$ cat src/rtl/cpu_test_sequencer.sv
// rtl/cpu_test_sequencer.sv - boot/test sequencer: load imem, preload dmem, run core, dump dmem
module cpu_test_sequencer #(
    parameter int IMEM_AW = 9,
    parameter int DMEM_AW = 10,
    parameter int CYC_W   = 32
) (
    input  logic                 clk,
    input  logic                 arst_n,
    input  logic                 start,
    input  logic [IMEM_AW:0]     imem_len,
    input  logic [DMEM_AW:0]     dmem_len,
    input  logic [DMEM_AW:0]     dump_len,
    input  logic [CYC_W-1:0]     run_cycles,
    input  logic                 in_valid,
    input  logic [63:0]          in_data,
    output logic                 in_ready,
    output logic                 out_valid,
    output logic [63:0]          out_data,
    input  logic                 out_ready,
    output logic                 cpu_enable,
    output logic [63:0]          addr_ext,
    output logic                 wen_ext,
    output logic                 ren_ext,
    output logic [31:0]          wdata_ext,
    output logic [63:0]          addr_ext_2,
    output logic                 wen_ext_2,
    output logic                 ren_ext_2,
    output logic [63:0]          wdata_ext_2,
    input  logic [63:0]          rdata_ext_2,
    output logic                 busy,
    output logic                 done
);

    localparam int IW = ((IMEM_AW > DMEM_AW) ? IMEM_AW : DMEM_AW) + 1;

    // Encoding order matters: phase skipping relies on later phases having larger codes.
    localparam logic [2:0] S_IDLE     = 3'd0;
    localparam logic [2:0] S_LOAD_I   = 3'd1;
    localparam logic [2:0] S_LOAD_D   = 3'd2;
    localparam logic [2:0] S_RUN      = 3'd3;
    localparam logic [2:0] S_DUMP_RD  = 3'd4;
    localparam logic [2:0] S_DUMP_OUT = 3'd5;
    localparam logic [2:0] S_DONE     = 3'd6;

    logic [2:0]         state;
    logic [IW-1:0]      idx;
    logic [IMEM_AW:0]   i_len;
    logic [DMEM_AW:0]   d_len;
    logic [DMEM_AW:0]   u_len;
    logic [CYC_W-1:0]   r_len;
    logic [CYC_W-1:0]   cyc;
    logic [IW-1:0]      i_last;
    logic [IW-1:0]      d_last;
    logic [IW-1:0]      u_last;

    function automatic logic [2:0] after_phase(input logic [2:0] from, input logic i_nz,
                                               input logic d_nz, input logic r_nz, input logic u_nz);
        logic [2:0] nxt;
        nxt = S_DONE;
        if (u_nz && from < S_DUMP_RD) nxt = S_DUMP_RD;
        if (r_nz && from < S_RUN)     nxt = S_RUN;
        if (d_nz && from < S_LOAD_D)  nxt = S_LOAD_D;
        if (i_nz && from < S_LOAD_I)  nxt = S_LOAD_I;
        return nxt;
    endfunction

    assign i_last = IW'(i_len) - IW'(1);
    assign d_last = IW'(d_len) - IW'(1);
    assign u_last = IW'(u_len) - IW'(1);

    assign in_ready    = (state == S_LOAD_I) || (state == S_LOAD_D);
    assign cpu_enable  = (state == S_RUN);
    assign busy        = (state != S_IDLE) && (state != S_DONE);
    assign done        = (state == S_DONE);

    assign wen_ext     = (state == S_LOAD_I) && in_valid;
    assign ren_ext     = 1'b0;
    assign addr_ext    = (state == S_LOAD_I) ? 64'({idx, 2'b00}) : 64'd0;
    assign wdata_ext   = (state == S_LOAD_I) ? in_data[31:0] : 32'd0;

    assign wen_ext_2   = (state == S_LOAD_D) && in_valid;
    assign ren_ext_2   = (state == S_DUMP_RD);
    assign addr_ext_2  = ((state == S_LOAD_D) || (state == S_DUMP_RD)) ? 64'({idx, 3'b000}) : 64'd0;
    assign wdata_ext_2 = (state == S_LOAD_D) ? in_data : 64'd0;

    always_ff @(posedge clk or negedge arst_n) begin
        if (!arst_n) begin
            state     <= S_IDLE;
            idx       <= '0;
            i_len     <= '0;
            d_len     <= '0;
            u_len     <= '0;
            r_len     <= '0;
            cyc       <= '0;
            out_data  <= '0;
            out_valid <= 1'b0;
        end else begin
            case (state)
                S_IDLE, S_DONE: begin
                    if (start) begin
                        i_len <= imem_len;
                        d_len <= dmem_len;
                        u_len <= dump_len;
                        r_len <= run_cycles;
                        idx   <= '0;
                        cyc   <= '0;
                        state <= after_phase(S_IDLE, imem_len != '0, dmem_len != '0,
                                             run_cycles != '0, dump_len != '0);
                    end
                end
                S_LOAD_I: begin
                    if (in_valid) begin
                        if (idx == i_last) begin
                            idx   <= '0;
                            state <= after_phase(S_LOAD_I, 1'b1, d_len != '0, r_len != '0, u_len != '0);
                        end else begin
                            idx <= idx + IW'(1);
                        end
                    end
                end
                S_LOAD_D: begin
                    if (in_valid) begin
                        if (idx == d_last) begin
                            idx   <= '0;
                            state <= after_phase(S_LOAD_D, 1'b0, 1'b1, r_len != '0, u_len != '0);
                        end else begin
                            idx <= idx + IW'(1);
                        end
                    end
                end
                S_RUN: begin
                    if (cyc == r_len - CYC_W'(1)) begin
                        cyc   <= '0;
                        idx   <= '0;
                        state <= after_phase(S_RUN, 1'b0, 1'b0, 1'b1, u_len != '0);
                    end else begin
                        cyc <= cyc + CYC_W'(1);
                    end
                end
                S_DUMP_RD: state <= S_DUMP_OUT;
                S_DUMP_OUT: begin
                    // First cycle here the SRAM read data is valid; capture it before raising out_valid.
                    if (!out_valid) begin
                        out_data  <= rdata_ext_2;
                        out_valid <= 1'b1;
                    end else if (out_ready) begin
                        out_valid <= 1'b0;
                        if (idx == u_last) begin
                            idx   <= '0;
                            state <= S_DONE;
                        end else begin
                            idx   <= idx + IW'(1);
                            state <= S_DUMP_RD;
                        end
                    end
                end
                default: state <= S_IDLE;
            endcase
        end
    end

endmodule
$ cat config.mk
export PLATFORM = sky130hd
export DESIGN_NAME = cpu_test_sequencer
export DESIGN_NICKNAME = d
export VERILOG_FILES = /design/src/rtl/cpu_test_sequencer.sv
export SDC_FILE = /design/constraint.sdc
export NUM_CORES = 1
export LEC_CHECK = 0
export CORE_AREA = 3 3 189 191
export DETAILED_ROUTE_END_ITERATION = 6
export DIE_AREA = 0 0 192 194
export DONT_BUFFER_PORTS = 1
export PLACE_DENSITY = 0.53
export REMOVE_ABC_BUFFERS = 1
export SLEW_MARGIN = 15
export SYNTH_ARGS = -nofsm -noshare
export SYNTH_HDL_FRONTEND = slang
export SYNTH_SLANG_ARGS = --single-unit
$ cat constraint.sdc
create_clock -name clk -period 7.6 [get_ports clk]
set_input_delay 0.76 -clock clk [delete_from_list [all_inputs] [get_ports clk]]
set_output_delay 0.76 -clock clk [all_outputs]
set_load 0.03 [all_outputs]
# [Word-level counts from Yosys, hierarchy flattened]
# Cells that the tools add are included.
[totals] reg_bits=175 inputBits=197
[op_classes] n_addsub=6 n_eq_ne=19 mux=36 bitwise=1 reduce_logical=22
[op_table] operator="2-to-1 mux 11 bit" count=9
[op_table] operator="2-to-1 mux 32 bit" count=3
[op_table] operator="2-to-1 mux 64 bit" count=1
[op_table] operator="case mux 32 bit (2 select lines)" count=1
[op_table] operator="nonzero test 32 bit" count=2
[op_table] operator="case mux 11 bit (5 select lines)" count=1
[op_table] operator="nonzero test 11 bit" count=4
[op_table] operator="2-to-1 mux 3 bit" count=13
[op_table] operator="equality test 11 bit" count=3
[op_table] operator="adder 32 x 1 -> 32 bit (second input constant)" count=1
[op_table] operator="equality test 32 bit" count=1
[op_table] operator="subtractor 32 x 1 -> 32 bit (second input constant)" count=1
[op_table] operator="subtractor 11 x 1 -> 11 bit (second input constant)" count=2
[op_table] operator="case mux 3 bit (6 select lines)" count=1
[op_table] operator="2-to-1 mux 14 bit" count=1
[op_table] operator="2-to-1 mux 13 bit" count=1
[op_table] operator="adder 11 x 1 -> 11 bit (second input constant)" count=1
[op_table] operator="subtractor 10 x 1 -> 11 bit (second input constant)" count=1
[op_table] operator="inequality test 2 bit (second input constant)" count=5
[op_table] operator="nonzero test 10 bit" count=1
[op_table] operator="equality test 3 bit (second input constant)" count=3
[op_table] operator="AND reduction 8 bit" count=1
[op_table] operator="AND reduction 7 bit" count=1
[op_table] operator="equality test 3 x 2 -> 1 bit (second input constant)" count=2
[op_table] operator="other kinds (14)" count=24

# [Logic depth before layout (Yosys ltp)]
# Gate-level depths: netlist of run 1.
[logic_depth] ltp_word=7 mapped_depth=14 depth_no_buf=11

# [Least setup slack after synthesis of run 1]
# No wires, ideal clock.
[synth_timing] kind="reg-to-reg" start="reg r_len[0]" end="reg cyc[7]" setup_ns=0.125 t_arrival_ns=3.170 required_time_ns=7.475 path_slack_ns=4.305 stages_incl_launch_ff=14 n_path_buf=2 synth_period_minus_slack_ns=3.295 cell_sequence="dfrtp_1 > inv_1 > ha_1 > nor3b_2 > nand2_1 > or4_1 > a221oi_1 > nand4_1 > or4_1 > buf_6 > nand2_8 > buf_6 > o21ai_2 > mux2_2"
[synth_between] elab_chain_len=4
[synth_lines] item="start, declared" line_no="50" text="logic [CYC_W-1:0] r_len;"
[synth_lines] item="start signal, assigned" line_no="104" text="r_len <= run_cycles;"
[synth_lines] item="subtractor 32 x 1 -> 32 bit" line_no="132" text="if (cyc == r_len - CYC_W'(1)) begin"
[synth_lines] item="equality test 32 bit" line_no="132"
[synth_lines] item="2-to-1 mux 32 bit" line_no="132"
[synth_lines] item="case mux 32 bit (2 select lines)" line_no="98" text="case (state)"
[synth_lines] item="end signal, assigned" line_no="137" text="cyc <= cyc + CYC_W'(1);"
[synth_lines] item="end, declared" line_no="51" text="logic [CYC_W-1:0] cyc;"
# No other way between the ends.
# A chain may end at the register's enable or synchronous reset.

# [Final worst setup path of run 1]
# Same ends and word-level chain as after synthesis.

==> results of run 1 <==
[layout make-up]
class | instances | share of cell area
tap | 455 | 0.0468
multi-input combinational | 935 | 0.520
timing repair buffer | 11 | 0.00947
antenna | 8 | 0.00165
sequential | 175 | 0.360
inverter | 28 | 0.00865
clock inverter | 15 | 0.0177
clock buffer | 17 | 0.0350
[flip-flops by register name, indices dropped and copies added (netlist names)]
name	flops
cyc	32
d_len	11
i_len	10
idx	11
out_data	64
out_valid	1
r_len	32
state	3
u_len	11
[final timing paths]
path / start / end / cells after the start
max in group asynchronous: arst_n / cyc[27] / 1
setup / recovery: r_len[0] / cyc[7] / 11
hold / removal: arst_n / out_data[57] / 1
hold reg to reg: cyc[22] / cyc[22] / 1
min in group clk: dump_len[1] / u_len[1] / 2
setup reg to reg: r_len[0] / cyc[7] / 11
[where the power goes]
group | internal [mW] | switching (mW) | total, mW | leakage (nW)
Combinational | 0.869 | 1.34 | 2.21 | 2.45
Clock | 0.481 | 0.452 | 0.933 | 0.307
Sequential | 1.29 | 0.821 | 2.11 | 2.24
[repair_timing]
action	CTS	global route
hold endpoints to repair	153	0
hold buffers	2	0
endpoints found under the setup margin	0	0
[critical path: cells and delay by family, from the launching register on]
family                   cells  cell delay [ps]
AND/OR/NAND/NOR              6             2690
flip-flops                   1              430
AO/OA/AOI/OAI                2              360
multiplexers                 1              280
adder cells (fa/ha/maj)      1              230
buffers and inverters        1              120
[routing by layer]
metal,global-route usage,vias up,wire (um)
met1,0.244,4242,15500
met4,0.0491,10,594
met2,0.318,387,17900
li1,-,3978,-
met3,0.0727,37,3660
met5,0,-,67
[through the flow]
step,utilization,instances,setup slack [ps]
3_5_place_dp,0.334,1602,3390
4_1_cts,0.354,1636,3390
5_1_grt,0.354,1638,3130
2_1_floorplan,-,1138,3480
3_3_place_gp,0.334,1602,3470
6_report,0.355,1644,3360
[logic make-up after synthesis]
group / after synthesis / share of synthesized area
mux: 129 / 0.126
simple gates: 444 / 0.222
other cells: 1 / 0.000326
buf+inv: 202 / 0.105
compound gates: 168 / 0.0970
xor+xnor: 79 / 0.0602
flops: 175 / 0.381
fa+ha+maj: 8 / 0.00871
[synth_stat cells, types with 6 or more instances]
cell type	count
sky130_fd_sc_hd__xor2_1	30
sky130_fd_sc_hd__inv_1	27
sky130_fd_sc_hd__or4_1	8
sky130_fd_sc_hd__nor3_1	27
sky130_fd_sc_hd__xnor2_1	49
sky130_fd_sc_hd__o22ai_1	10
sky130_fd_sc_hd__buf_4	109
sky130_fd_sc_hd__nand3_1	32
sky130_fd_sc_hd__and2_1	116
sky130_fd_sc_hd__mux2i_1	6
sky130_fd_sc_hd__and3_1	12
sky130_fd_sc_hd__clkbuf_1	58
sky130_fd_sc_hd__nor2_1	61
sky130_fd_sc_hd__or2_1	8
sky130_fd_sc_hd__o21ai_1	8
sky130_fd_sc_hd__o21ai_0	28
sky130_fd_sc_hd__nand2_1	53
sky130_fd_sc_hd__nor2b_1	12
sky130_fd_sc_hd__nor4_1	39
sky130_fd_sc_hd__nand4b_1	7
sky130_fd_sc_hd__nand4_1	18
sky130_fd_sc_hd__mux2_2	123
sky130_fd_sc_hd__a21oi_1	23
sky130_fd_sc_hd__a211oi_1	6
sky130_fd_sc_hd__a31oi_1	30
sky130_fd_sc_hd__o31ai_1	10
sky130_fd_sc_hd__o211ai_1	6
sky130_fd_sc_hd__ha_1	8
sky130_fd_sc_hd__a21o_1	10
sky130_fd_sc_hd__or3_1	8
sky130_fd_sc_hd__nand2b_1	14
sky130_fd_sc_hd__dfrtp_1	175
==> results.json, run 1 <==
{
  "hold_viol_final": 0,
  "remaining_drc_errors": 0,
  "slowest_delay_ps": 830,
  "maxCapViolations": 0,
  "postRouteAntennaNets": 0,
  "num_io_pins": 494,
  "cts_post_setup_buffers_inserted": 0,
  "die_area_mm2": 0.0372,
  "post_layout_inst_area_mm2": 0.0122,
  "globalRoute.totalOverflow": 0,
  "grtUsageTotal": 0.195,
  "chipWidth_um": 192,
  "tritoncts_num_sinks": 175,
  "endpoint_kind": "flip-flop",
  "synth_ff_type": "sky130_fd_sc_hd__dfrtp_1",
  "worst-slew-pin-transition_ps": 1090,
  "timing.critical_path.cells": "inv_1 -> ha_1 -> nor3b_2 -> nand2_1 -> or4_1 -> a221oi_1 -> nand4_1 -> or4_1 -> nand2_8 -> o21ai_2 -> mux2_2",
  "library_cell_appearing_most_often_on_the_critical_path": "sky130_fd_sc_hd__or4_1",
  "detailedRoute.firstIterationViolations": 644,
  "post-route-min-period_ps": 4240,
  "timing.slew.headroom": 0.271,
  "clkSlewWorstSetupHoldPaths_ps": 80,
  "total_power_mw": 5.25,
  "postSynthRegisterBits": 175,
  "tritoncts": "built",
  "setup-tns-final_ps": 0,
  "routedWlPerCell_um": 22.9,
  "finish.net_count": 1373,
  "ctsResizeCount": 0,
  "setup_viol": 0,
  "n_fill_cell": 3480,
  "coreArea_mm2": 0.0343,
  "cts.root.buffer_cell": "sky130_fd_sc_hd__clkbuf_16",
  "fin_crit_sh": 0.558,
  "clk_path_buf_depth": 2,
  "mostFrequentLayoutCells": "sky130_fd_sc_hd__dfrtp_1, sky130_fd_sc_hd__mux2_2, sky130_fd_sc_hd__and2_1",
  "yosys.area.top_type": "sky130_fd_sc_hd__dfrtp_1",
  "timing.critical_path.required_ps": 7940,
  "maximum_number_of_pins_on_one_net_before_global_route_repair": 154,
  "hold_ws_ps": 140,
  "syn2layout_area_growth_pct": 5.77,
  "via_count": 8654,
  "fraction_of_layout_instances_using_a_drive_strength_above_1": 0.157,
  "r2r_slack_ps": 3360,
  "start_util": 0.335,
  "timing_worst_setup_path_type": "reg2reg",
  "max_freq_ghz": 0.236,
  "worstSkewPairLatency_ps": 450,
  "netlist_instances": 1206,
  "clock-skew-final_ps": 13.6,
  "buffer_ports.inserted": 0,
  "antenna_found_initial": 12,
  "critPathMaxFanout": 46,
  "tritoncts.num_buffers": 17,
  "leakagePower_nw": 4.99,
  "number_of_h_tree_levels": 4,
  "dp_hpwl_mm": 29.2,
  "wire_length_after_detailed_routing_mm": 37.6,
  "die_height_um": 194,
  "synth-edff-count": 0,
  "worst_path_max_delay_cell": "sky130_fd_sc_hd__or4_1",
  "first_pass_iters": 5,
  "routabilityCongestion": 0.843,
  "hold_path.class": "in2async",
  "vdd_drop_max_mv": 0.215,
  "placed_standard_cell_area_mm2": 0.0114,
  "seq_area_frac_synth": 0.381,
  "power_density_mw_per_mm2": 432,
  "ys_types": 73,
  "sequential_cell_area_mm2": 0.00438,
  "worst_ep_arrival_time_ps": 4580,
  "final-max-slew-violation-count": 0,
  "ys.warnings.count": 0,
  "first_global_vias": 8386,
  "grt_setup_unrepaired": "no",
  "critical_path.startpoint_type": "flip-flop",
  "route.detailed.vias_per_inst": 5.26,
  "postSynthAreaPerCell_um2": 9.53,
  "largest_cells_by_area_after_synthesis": "sky130_fd_sc_hd__dfrtp_1, sky130_fd_sc_hd__mux2_2, sky130_fd_sc_hd__buf_4",
  "multiInputGateArea_mm2": 0.00633,
  "syn_area_mm2": 0.0115,
  "grt_pass1_wl_mm": 54.8,
  "num_rows": 68,
  "asyncSetResetFlopFracSynth": 1.00,
  "synthDominantCellAreaShare": 0.381,
  "outcome": "finished clean",
  "final_common_cell": "sky130_fd_sc_hd__dfrtp_1"
}
Note: power is estimated with default switching activity, not from simulation.
==> inputs of run 2 (changes only) <==
--- a/config.mk
+++ b/config.mk
@@ -5,11 +5,11 @@
 export SDC_FILE = /design/constraint.sdc
 export NUM_CORES = 1
 export LEC_CHECK = 0
-export CORE_AREA = 3 3 189 191
+export CORE_AREA = 3 3 192 194
 export DETAILED_ROUTE_END_ITERATION = 6
-export DIE_AREA = 0 0 192 194
+export DIE_AREA = 0 0 195 197
 export DONT_BUFFER_PORTS = 1
-export PLACE_DENSITY = 0.53
+export PLACE_DENSITY = 0.54
 export REMOVE_ABC_BUFFERS = 1
 export SLEW_MARGIN = 15
 export SYNTH_ARGS = -nofsm -noshare
==> constraint.sdc (replaced) <==
create_clock -name clk -period 3.6 [get_ports clk]
set_input_delay 0.36 -clock clk [delete_from_list [all_inputs] [get_ports clk]]
set_output_delay 0.36 -clock clk [all_outputs]
set_load 0.03 [all_outputs]
==> run 2 against run 1 <==
  * The run now ends with negative hold slack left
  * Combinational power grew 130%
  * Global-route usage is essentially flat
  * Die area grew 3.1%
  * Maximum frequency grew 25%
  * First-iteration DRC count grew 5.6%
  * Clock-buffer cell count is the same
  * Cell area grew 3.7%
  * Final cell count grew 4.4%
  * Clock power grew 120%
  * Worst hold slack lost 530 ps
  * Wire length grew 5.0%
  * Via count grew 2.0%
  * Critical endpoint is now state[0]
  * Highest routed layer unchanged
==> results.json, run 2 (synthesis results as in run 1) <==
{
  "violated_checks": "negative hold slack",
  "routedWlPerCell_um": 23.0,
  "worst_ep_arrival_time_ps": 3700,
  "via_count": 8824,
  "dp_hpwl_mm": 31.5,
  "n_fill_cell": 3619,
  "syn2layout_area_growth_pct": 9.73,
  "worst_path_max_delay_cell": "sky130_fd_sc_hd__or4_4",
  "internal_power_mw": 5.81,
  "critPathMaxFanout": 25,
  "timing.critical_path.cells": "nor4_4 -> nand4_4 -> buf_4 -> or2_0 -> o311ai_0 -> buf_4 -> nor2_1 -> or4_4 -> nand2_8 -> buf_4 -> a21oi_1 -> a21o_1",
  "buffer_ports.inserted": 0,
  "die_height_um": 197,
  "library_cell_appearing_most_often_on_the_critical_path": "sky130_fd_sc_hd__buf_4",
  "maxCapViolations": 0,
  "outcome": "complete, but fails checks",
  "power_frac_seq": 0.384,
  "fraction_of_layout_instances_using_a_drive_strength_above_1": 0.198,
  "route.detailed.vias_per_inst": 5.14,
  "path_delay_family": "simple AND/OR/NAND/NOR gates",
  "slowest_delay_ps": 580,
  "maximum_number_of_pins_on_one_net_before_global_route_repair": 176,
  "combPwrFrac": 0.439,
  "grt_pass1_wl_mm": 56.6,
  "first_global_vias": 8256,
  "number_of_h_tree_levels": 4,
  "tritoncts_num_sinks": 175,
  "wire_length_after_detailed_routing_mm": 39.5,
  "power_switching_mw": 5.58,
  "hold_ws_ps": -393,
  "final_common_cell": "sky130_fd_sc_hd__dfrtp_1",
  "timing_worst_setup_path_type": "reg2reg",
  "largest_register_ffs": 64,
  "start_util": 0.325,
  "clock-skew-final_ps": 22.6,
  "routabilityCongestion": 0.874,
  "clk_path_buf_depth": 2,
  "fin_crit_sh": 0.939,
  "postRouteAntennaNets": 0,
  "first_pass_iters": 5,
  "power_density_mw_per_mm2": 903,
  "cp.buffers_inverters": 3,
  "worstSkewPairLatency_ps": 440,
  "critical_path.startpoint_type": "flip-flop",
  "dp_slack_ps": -58.9,
  "postLayoutCoreUtil": 0.356,
  "coreArea_mm2": 0.0354,
  "vdd_drop_max_mv": 0.494,
  "antenna_found_initial": 20,
  "tritoncts": "built",
  "timing.slew.headroom": 0.418,
  "num_io_pins": 494,
  "hold_path.class": "in2async",
  "tritoncts.num_buffers": 17,
  "max_freq_ghz": 0.296,
  "power.switching_fraction": 0.490,
  "globalRoute.totalOverflow": 0,
  "hold_viol_final": 175,
  "finish.net_count": 1429,
  "total_power_mw": 11.4,
  "final-max-slew-violation-count": 0,
  "timing.critical_path.required_ps": 3920,
  "endpoint_kind": "flip-flop",
  "chipWidth_um": 195,
  "detailedRoute.firstIterationViolations": 680,
  "cts.root.buffer_cell": "sky130_fd_sc_hd__clkbuf_16",
  "final_critical_path_setup_slack_ps": 218,
  "worst-slew-pin-transition_ps": 870,
  "setup_viol": 0,
  "clkPwrFrac": 0.177,
  "remaining_drc_errors": 0,
  "largest_registers": "out_data: 64 flops, cyc: 32 flops, r_len: 32 flops",
  "die_area_mm2": 0.0384,
  "post-route-min-period_ps": 3380,
  "mostFrequentLayoutCells": "sky130_fd_sc_hd__dfrtp_1, sky130_fd_sc_hd__mux2_2, sky130_fd_sc_hd__and2_1",
  "grtUsageTotal": 0.195,
  "leakagePower_nw": 5.27,
  "regMostFlops": "out_data",
  "num_rows": 69,
  "r2r_slack_ps": 220,
  "clkSlewWorstSetupHoldPaths_ps": 90,
  "grt_setup_unrepaired": "no"
}
==> run 2: cell count changes in the layout (fill, tap and decap cells not counted), sizes merged <==
cell,change
clkinv,-4
buf,+56
diode,+11
inv,+4
==> run 2: power groups by stage <==
| stage | clock network (mW) | logic (mW) | registers, mW |
|---|---|---|---|
| after floorplan | 0 | 3.83 | 4.08 |
| after global placement | 0 | 4.90 | 4.39 |
| after detailed placement | 0 | 4.97 | 4.39 |
| after CTS | 2.06 | 4.99 | 4.37 |
| after global routing | 2.16 | 5.46 | 4.51 |
| final | 2.02 | 5.00 | 4.37 |
==> run 2: repair_timing <==
item,in CTS,in global routing
endpoints found under the hold margin,175,175
setup endpoints to repair,24,44
gates resized for setup,1,4
setup buffers,0,7
pin swaps,0,3
==> run 2: per-layer routing <==
metal | up-vias | GRT usage | part of all wire
met2 | 447 | 0.327 | 0.49
met5 | - | 0 | 0.0017
li1 | 4091 | - | -
met1 | 4225 | 0.231 | 0.38
met4 | 10 | 0.0481 | 0.021
met3 | 51 | 0.0874 | 0.11
==> run 2: cell type report <==
| cell class | count | area (um^2) | share of cell area |
|---|---|---|---|
| Antenna cell | 19 | 47.5 | 0.00377 |
| Clock buffer | 17 | 425 | 0.0337 |
| Clock inverter | 15 | 220 | 0.0175 |
| Inverter | 28 | 105 | 0.00833 |
| Multi-Input combinational cell | 935 | 6350 | 0.504 |
| Sequential cell | 175 | 4380 | 0.347 |
| Tap cell | 461 | 577 | 0.0457 |
| Timing Repair Buffer | 67 | 503 | 0.0399 |
==> run 2: stage by stage <==
| stage | TNS, ps | cell area [um^2] | std cells |
|---|---|---|---|
| finish | 0 | 12600 | 1717 |
| CTS | 0 | 12500 | 1691 |
| global placement | 0 | 11800 | 1659 |
| detailed placement | -569 | 11800 | 1659 |
| floorplan | -35750 | 10800 | 1138 |
| global route | 0 | 12600 | 1703 |
==> run 2: worst paths after layout <==
kind                          startpoint  cells after the start      endpoint
max                             r_len[8]                     12      state[0]
min in group clk           run_cycles[0]                      2      r_len[0]
min                               arst_n                      0  out_data[19]
max in group asynchronous         arst_n                      0      d_len[1]
max reg2reg                     r_len[8]                     12      state[0]
min reg2reg                    d_len[10]                      1     d_len[10]
==> run 2: worst register-to-register path, stage by stage (launching register included) <==
cell and delay [ps]:
sky130_fd_sc_hd__dfrtp_1 410, sky130_fd_sc_hd__nor4_4 500, sky130_fd_sc_hd__nand4_4 210, sky130_fd_sc_hd__buf_4 190
sky130_fd_sc_hd__or2_0 210, sky130_fd_sc_hd__o311ai_0 340, sky130_fd_sc_hd__buf_4 180, sky130_fd_sc_hd__nor2_1 40
sky130_fd_sc_hd__or4_4 580, sky130_fd_sc_hd__nand2_8 190, sky130_fd_sc_hd__buf_4 190, sky130_fd_sc_hd__a21oi_1 60
sky130_fd_sc_hd__a21o_1 160
==> inputs of run 3 (changes only) <==
--- a/config.mk
+++ b/config.mk
@@ -5,12 +5,14 @@
 export SDC_FILE = /design/constraint.sdc
 export NUM_CORES = 1
 export LEC_CHECK = 0
+export CAP_MARGIN = 5
 export CORE_AREA = 3 3 192 194
 export DETAILED_ROUTE_END_ITERATION = 6
 export DIE_AREA = 0 0 195 197
 export DONT_BUFFER_PORTS = 1
 export PLACE_DENSITY = 0.54
 export REMOVE_ABC_BUFFERS = 1
+export SKIP_LAST_GASP = 1
 export SLEW_MARGIN = 15
 export SYNTH_ARGS = -nofsm -noshare
 export SYNTH_HDL_FRONTEND = slang
==> results of run 3 <==
Same layout as run 2: the final DEF is identical, and so are final timing and power.
